[config.mk]
export PLATFORM = sky130hd
export DESIGN_NAME = alu_serial_seq
export DESIGN_NICKNAME = d
export VERILOG_FILES = /design/src/rtl/bpu_alu_pkg.sv /design/src/rtl/alu_slice.sv /design/src/rtl/alu_serial_seq.sv
export SDC_FILE = /design/constraint.sdc
export NUM_CORES = 1
export LEC_CHECK = 0
export ABC_AREA = 1
export BUFFER_PORTS_ARGS = -buffer_cell sky130_fd_sc_hd__buf_2
export CELL_PAD_IN_SITES_DETAIL_PLACEMENT = 2
export CELL_PAD_IN_SITES_GLOBAL_PLACEMENT = 2
export CORE_UTILIZATION = 30
export CTS_CLUSTER_DIAMETER = 100
export DETAILED_ROUTE_END_ITERATION = 7
export PLACE_DENSITY = 0.74
export REMOVE_ABC_BUFFERS = 1
export SLEW_MARGIN = 10
export SYNTH_ARGS = -nofsm -noshare
export SYNTH_HDL_FRONTEND = slang
export SYNTH_SLANG_ARGS = --single-unit
[constraint.sdc]
create_clock -name clk -period 2.05 [get_ports clk]
set_input_delay 0.41 -clock clk [delete_from_list [all_inputs] [get_ports clk]]
set_output_delay 0.41 -clock clk [all_outputs]
set_load 0.02 [all_outputs]
[src/rtl/bpu_alu_pkg.sv]
// Shared types for the bit-serial ALU: opcode encoding and sequencer states.
package bpu_alu_pkg;

  typedef enum logic [1:0] {
    OP_XOR = 2'd0,
    OP_OR  = 2'd1,
    OP_AND = 2'd2,
    OP_NOT = 2'd3
  } alu_op_t;

  typedef enum logic [1:0] {
    IDLE = 2'd0,
    RUN  = 2'd1,
    DONE = 2'd2
  } seq_state_t;

endpackage

[src/rtl/alu_slice.sv]
// One-bit ALU slice: per-bit logic results plus an MSB-first unsigned compare chain.
module alu_slice (
  input  logic a,
  input  logic b,
  input  logic prev_eq,
  input  logic prev_greater,
  output logic eq,
  output logic greater,
  output logic res_xor,
  output logic res_or,
  output logic res_and,
  output logic res_not
);

  assign res_xor = a ^ b;
  assign res_or  = a | b;
  assign res_and = a & b;
  assign res_not = ~a;

  // Higher bits decide first; a lower bit only matters while everything above was equal.
  assign eq      = prev_eq & ~(a ^ b);
  assign greater = prev_greater | (prev_eq & a & ~b);

endmodule

[src/rtl/alu_serial_seq.sv]
// Bit-serial sequencer: walks one alu_slice over a WIDTH-bit operand pair, MSB first,
// with valid/ready handshakes on request and result.
module alu_serial_seq
  import bpu_alu_pkg::*;
#(
  parameter int unsigned WIDTH = 8
) (
  input  logic             clk,
  input  logic             rst_n,
  input  logic             start_valid,
  output logic             start_ready,
  input  logic [1:0]       op,
  input  logic [WIDTH-1:0] a,
  input  logic [WIDTH-1:0] b,
  output logic             done_valid,
  input  logic             done_ready,
  output logic [WIDTH-1:0] result,
  output logic             eq,
  output logic             greater
);

  localparam int unsigned CW = (WIDTH > 1) ? $clog2(WIDTH) : 1;

  seq_state_t       state, state_next;
  logic [CW-1:0]    cnt;
  logic [WIDTH-1:0] a_r, b_r, result_r, result_next;
  alu_op_t          op_r;
  logic             eq_r, greater_r;
  logic             s_eq, s_greater, s_xor, s_or, s_and, s_not;
  logic             sel;

  alu_slice u_slice (
    .a            (a_r[cnt]),
    .b            (b_r[cnt]),
    .prev_eq      (eq_r),
    .prev_greater (greater_r),
    .eq           (s_eq),
    .greater      (s_greater),
    .res_xor      (s_xor),
    .res_or       (s_or),
    .res_and      (s_and),
    .res_not      (s_not)
  );

  always_comb begin
    sel = 1'b0;
    unique case (op_r)
      OP_XOR: sel = s_xor;
      OP_OR:  sel = s_or;
      OP_AND: sel = s_and;
      OP_NOT: sel = s_not;
      default: sel = 1'b0;
    endcase
  end

  generate
    if (WIDTH == 1) begin : g_shift1
      assign result_next = sel;
    end else begin : g_shiftn
      assign result_next = {result_r[WIDTH-2:0], sel};
    end
  endgenerate

  always_comb begin
    state_next = state;
    unique case (state)
      IDLE: if (start_valid) state_next = RUN;
      RUN:  if (cnt == '0)   state_next = DONE;
      DONE: if (done_ready)  state_next = IDLE;
      default: state_next = IDLE;
    endcase
  end

  always_ff @(posedge clk or negedge rst_n) begin
    if (!rst_n) state <= IDLE;
    else        state <= state_next;
  end

  always_ff @(posedge clk or negedge rst_n) begin
    if (!rst_n) begin
      cnt       <= '0;
      a_r       <= '0;
      b_r       <= '0;
      op_r      <= OP_XOR;
      eq_r      <= 1'b0;
      greater_r <= 1'b0;
      result_r  <= '0;
    end else begin
      unique case (state)
        IDLE: if (start_valid) begin
          a_r       <= a;
          b_r       <= b;
          op_r      <= alu_op_t'(op);
          cnt       <= CW'(WIDTH - 1);
          eq_r      <= 1'b1;
          greater_r <= 1'b0;
          result_r  <= '0;
        end
        RUN: begin
          eq_r      <= s_eq;
          greater_r <= s_greater;
          result_r  <= result_next;
          if (cnt != '0) cnt <= cnt - 1'b1;
        end
        default: ;
      endcase
    end
  end

  assign start_ready = (state == IDLE);
  assign done_valid  = (state == DONE);
  assign result      = result_r;
  assign eq          = eq_r;
  assign greater     = greater_r;

endmodule

## Word-level counts from Yosys, hierarchy flattened

Index checks and enable logic that the tools add are counted.

- Reduce and logical (&&, ||, !) cells: 9
- Multiplexer cells: 18
- Bitwise logic cells: 10
- Magnitude comparators: 1
- Add/sub/neg operators: 1
- Equal/unequal tests: 9

Operator list:

| operator | number |
|---|---|
| $pmux W8 S2 | 1 |
| $mux W8 | 1 |
| $bmux W1 S3 | 2 |
| $eq A2 B2 Y1 const B | 3 |
| $mux W2 | 3 |
| $mux W3 | 2 |
| $ne A2 B2 Y1 const B | 3 |
| $pmux W2 S3 | 1 |
| $pmux W3 S2 | 1 |
| $reduce_and A3 Y1 | 2 |
| $and A1 B1 Y1 | 4 |
| $eq A2 B1 Y1 const B | 2 |
| $logic_not A2 Y1 | 2 |
| $lt A3 B4 Y1 const B | 1 |
| $mux W1 | 4 |
| $pmux W1 S2 | 2 |
| $pmux W1 S4 | 1 |
| $reduce_and A2 Y1 | 2 |
| $logic_not A3 Y1 | 1 |
| $not A1 Y1 | 3 |
| $reduce_bool A3 Y1 | 1 |
| $sub A3 B1 Y3 const B | 1 |
| $ne A2 B1 Y1 const B | 1 |
| $or A1 B1 Y1 | 2 |
| other kinds (2) | 2 |

- Register bits after elaboration: 33
- Input bits: 22
- Output and inout port bits: 12
- Logic and storage cells: 56

## Depth between registers and ports, before layout

- Word-level depth: 6
- Depth in mapped cells: 13
- Depth with buffers taken out: 12

## By module

From an unflattened synthesis, not the netlist that was laid out.

- Cell total of the unflattened synthesis: 195
- Area total of the unflattened synthesis: 1580.3 µm²

By module, submodules not included:

| module | seq. area each (µm²) | cells an instance | times used | area an instance (µm²) |
|---|---|---|---|---|
| alu_serial_seq | 825.8 | 185 | 1 | 1516.5 |
| alu_slice | 0.0 | 10 | 1 | 63.8 |

## Least setup slack after synthesis

No wires, ideal clock.

- Kind: flip-flop to flip-flop
- From: register cnt[0]
- To: register result_r[0], in the netlist result[0]
- Path slack: 421 ps
- Clock period less this slack: 1629 ps
- Required time: 1934 ps
- Arrival: 1512 ps
- Setup time: 116 ps
- Path buffers: 1
- Cell stages (with the launch flop): 14
- Cell sequence: dfrtp_1 > buf_2 > nor2_1 > nor2_1 > o21ai_0 > nand3_1 > nand2_1 > ha_1 > inv_1 > nor2_1 > a211oi_1 > nor2_1 > nand2_1 > nand2_1

- Word-level cells in the longest chain between the ends: 5
- Elaborated cells between the ends (all ways): 10
- Those cells by class: mux (6); bitwise (4)

Ends and longest elaborated chain:

| element | RTL line | text |
|---|---|---|
| start: declaration | alu_serial_seq.sv:25 | `logic [CW-1:0] cnt;` |
| start signal: assignment | alu_serial_seq.sv:94 | `cnt <= CW'(WIDTH - 1);` |
| start signal: assignment | alu_serial_seq.sv:103 | `if (cnt != '0) cnt <= cnt - 1'b1;` |
| $bmux W1 S3, on equally long branches | alu_serial_seq.sv:33, alu_serial_seq.sv:34 |  |
| $mux W1, on equally long branches | alu_serial_seq.sv:33, alu_serial_seq.sv:34 |  |
| $and A1 B1 Y1 (tied with other cells) | alu_slice.sv:17 | `assign res_and = a & b;` |
| $pmux W1 S4 * | alu_serial_seq.sv:47 | `unique case (op_r)` |
| $pmux W8 S2 * | alu_serial_seq.sv:89 | `unique case (state)` |
| end signal: assignment | alu_serial_seq.sv:102 | `result_r <= result_next;` |
| end: declaration | alu_serial_seq.sv:26 | `logic [WIDTH-1:0] a_r, b_r, result_r, result_next;` |

Mark *: on every way between the ends. The rest lies on a longest branch, timed or not. The select of a mux whose other input is x is not followed.
A chain may end at the register's enable or synchronous reset.

## Worst setup path after layout

Ends and elaborated chain as after synthesis.

==> impl_metrics.json <==
{
  "p_leak_nw": 0.995,
  "port-buffer-count": 33,
  "ys_seq_area_share_pct": 54.1,
  "p_per_area_mw_per_mm2": 1690,
  "cts-root-buf": "clkbuf_8",
  "slew_headroom_pct": 49.6,
  "ios": 34,
  "synth-main-ff-cell": "dfrtp_1",
  "crit_type": "register to register",
  "hold_class": "input pin to asynchronous set/reset pin",
  "nNetsFinal": 251,
  "syn_avg_cell_area_sq_um": 8.30,
  "fillers": 570,
  "worstPathMaxFanout": 4,
  "crit_path_top_delay_cell": "dfrtp_2",
  "cts.path.max_buffers": 2,
  "yosys.area_share.adder_pct": 3.28,
  "skew_ps": 3.50,
  "grt_util_all_layers_pct": 17.2,
  "ys_ff_latch": 33,
  "cp.required_ps": 2230,
  "status": "finished, final reports clean",
  "worstPathArrival_ps": 2060,
  "antennaDiodeCount": 0,
  "synth-compound-area-share_pct": 9.51,
  "worstMarginPinSlew_ps": 756,
  "worst_setup_path_start_kind": "register",
  "max_cap_violations": 0,
  "insertion_delay_ps": 290,
  "met3WireLength_um": 143,
  "synth_cell_types": 24,
  "async_reset_ff_share_pct": 100,
  "top_layer_used": "met4",
  "endpoint_kind": "register",
  "cts_tree": "built",
  "path_buf_inv": 2,
  "first_pass_iters": 4,
  "instances_no_fill": 293,
  "numClockSinks": 33,
  "row_count": 25,
  "maxClockFrequency_ghz": 0.531,
  "yosysMostFrequentCell": "nand2_1",
  "clk_pin_slew_ps": 60,
  "yosysWarnings": 0,
  "antenna_found_initial": 0,
  "synthTopCellsByCount": "nand2_1 (59), dfrtp_1 (33), inv_1 (23)",
  "final_util_pct": 39.0,
  "hold_violations": 0,
  "drc": 0,
  "synth_cells": 184,
  "fin_crit_sh_pct": 91.9,
  "initial_core_util_pct": 31.7,
  "grt_max_degree": 34,
  "synth.top_cell.area_share_pct": 54.1,
  "synth_mux_area_share_pct": 0,
  "die_h_um": 73.3,
  "grt_overflow": 0,
  "cts_buffers": 5,
  "drive_gt1_share_pct": 24.8,
  "synthSimpleGateAreaFrac_pct": 24.8,
  "dp.final_hpwl_mm": 2.95,
  "synth_enable_flop_cells": 0,
  "yosys.area.top_type": "dfrtp_1",
  "viasPerCell": 4.65,
  "gp_congestion": 0.858,
  "ant_nets": 0,
  "htreeDepth": 2,
  "setup_viol": 0,
  "dp_cells": 281,
  "wl_mm": 4.17,
  "path_common_cell": "nand2_1",
  "min_period_ps": 1880,
  "grt_first_pass_wirelength_mm": 6.78,
  "postCtsHoldBufs": 0,
  "met2WireLength_mm": 2.30,
  "path_delay_family": "simple AND/OR/NAND/NOR gates",
  "yosys-top-cells-area": "dfrtp_1 (54%), nand2_1 (15%), inv_1 (5.7%)",
  "syn_area_sq_mm": 0.00153,
  "crit_path_max_incr_delay_ps": 430,
  "slew_violations": 0,
  "wl_met1_mm": 1.68,
  "fp.dieW_um": 73.3,
  "hold_ws_ps": 190,
  "wl_per_cell_um": 14.2,
  "synth_top_family_by_area": "simple AND/OR/NAND/NOR gates",
  "crit_chain": "clkinvlp_2 -> nand2_1 -> nand3_1 -> nand3_1 -> nand2_1 -> ha_1 -> inv_1 -> nor2_1 -> a211oi_2 -> nor2_1 -> nand2_1 -> nand2_1",
  "die-area_sq_mm": 0.00538,
  "area_delta_synth_final_pct": 23.2,
  "grt_pass1_vias": 1452,
  "routed-via-count": 1362,
  "core-area_sq_mm": 0.00482,
  "dr.first_iter.drc_count": 43,
  "worst_ir_drop_vdd_mv": 0.424,
  "synthXorXnorAreaFrac_pct": 0
}
## placed cells by master (no fill, tap or decap), types with 3 or more instances in the layout
cell      netlist  final
buf_4           1      3
nand3_1        11     11
inv_1          23     23
ha_1            4      4
buf_2           2     34
nand2_1        59     58
clkbuf_8        0      5
o22ai_1         5      5
nor2_1         15     15
dfrtp_1        33     31
clkbuf_1        1      3
o21ai_0        15     15
## layer usage
metal | GRT usage, % | vias up
li1 | - | 655
met1 | 19.8 | 678
met2 | 30.7 | 24
met3 | 4.53 | 5
met4 | 6.41 | 0
met5 | 0 | -
## layout make-up
cell class                 instances  area (sq um)  area share, %
sequential                        33           828           44.0
multi-input combinational        121           582           30.9
timing repair buffer              38           204           10.8
inverter                          25          97.6           5.19
tap                               67          83.8           4.46
clock buffer                       8          80.1           4.26
timing repair inverter             1          5.00          0.266
## timing repair
item,CTS,global route
hold endpoints to repair,0,0
setup endpoints to repair,0,1
buffers inserted,0,2
gates resized for setup,0,6
## registers in the layout, summed over array words and instances (netlist names)
signal	flops
a_r	8
b_r	8
result	8
cnt	3
op_r	2
state	2
eq	1
greater	1
## through the flow
stage	setup TNS [ps]	power, W	area [sq um]	setup WS [ps]
after detailed placement	0	0.00264	1760	135
after global placement	0	0.00252	1760	252
after floorplan	0	0.00212	1490	239
after CTS	0	0.00312	1840	124
after global routing	-24.8	0.00350	1880	-24.8
final	0	0.00317	1880	166
## report_power, final
part	switching [W]	leakage, nW	internal [W]	total, W
Clock	0.000230	0.0395	0.000241	0.000471
Combinational	0.000996	0.549	0.000556	0.00155
Sequential	0.000190	0.407	0.000958	0.00115
## worst paths after layout
kind                       cells after the start         to        from  slack, ps
max                                           12  result[0]      cnt[0]        170
min                                            1     a_r[1]       rst_n        190
max reg2reg                                   12  result[0]      cnt[0]        170
min reg2reg                                    2     b_r[7]      b_r[7]        480
max in group asynchronous                      1     cnt[1]       rst_n       1330
min in group clk                               2   state[1]  done_ready        300
## kinds of logic after synthesis
| kind of cell | count (synthesis) |
|---|---|
| buf+inv | 30 |
| fa+ha+maj | 4 |
| compound gates | 26 |
| simple gates | 91 |
| flops | 33 |
(Power assumes the default switching activity.)
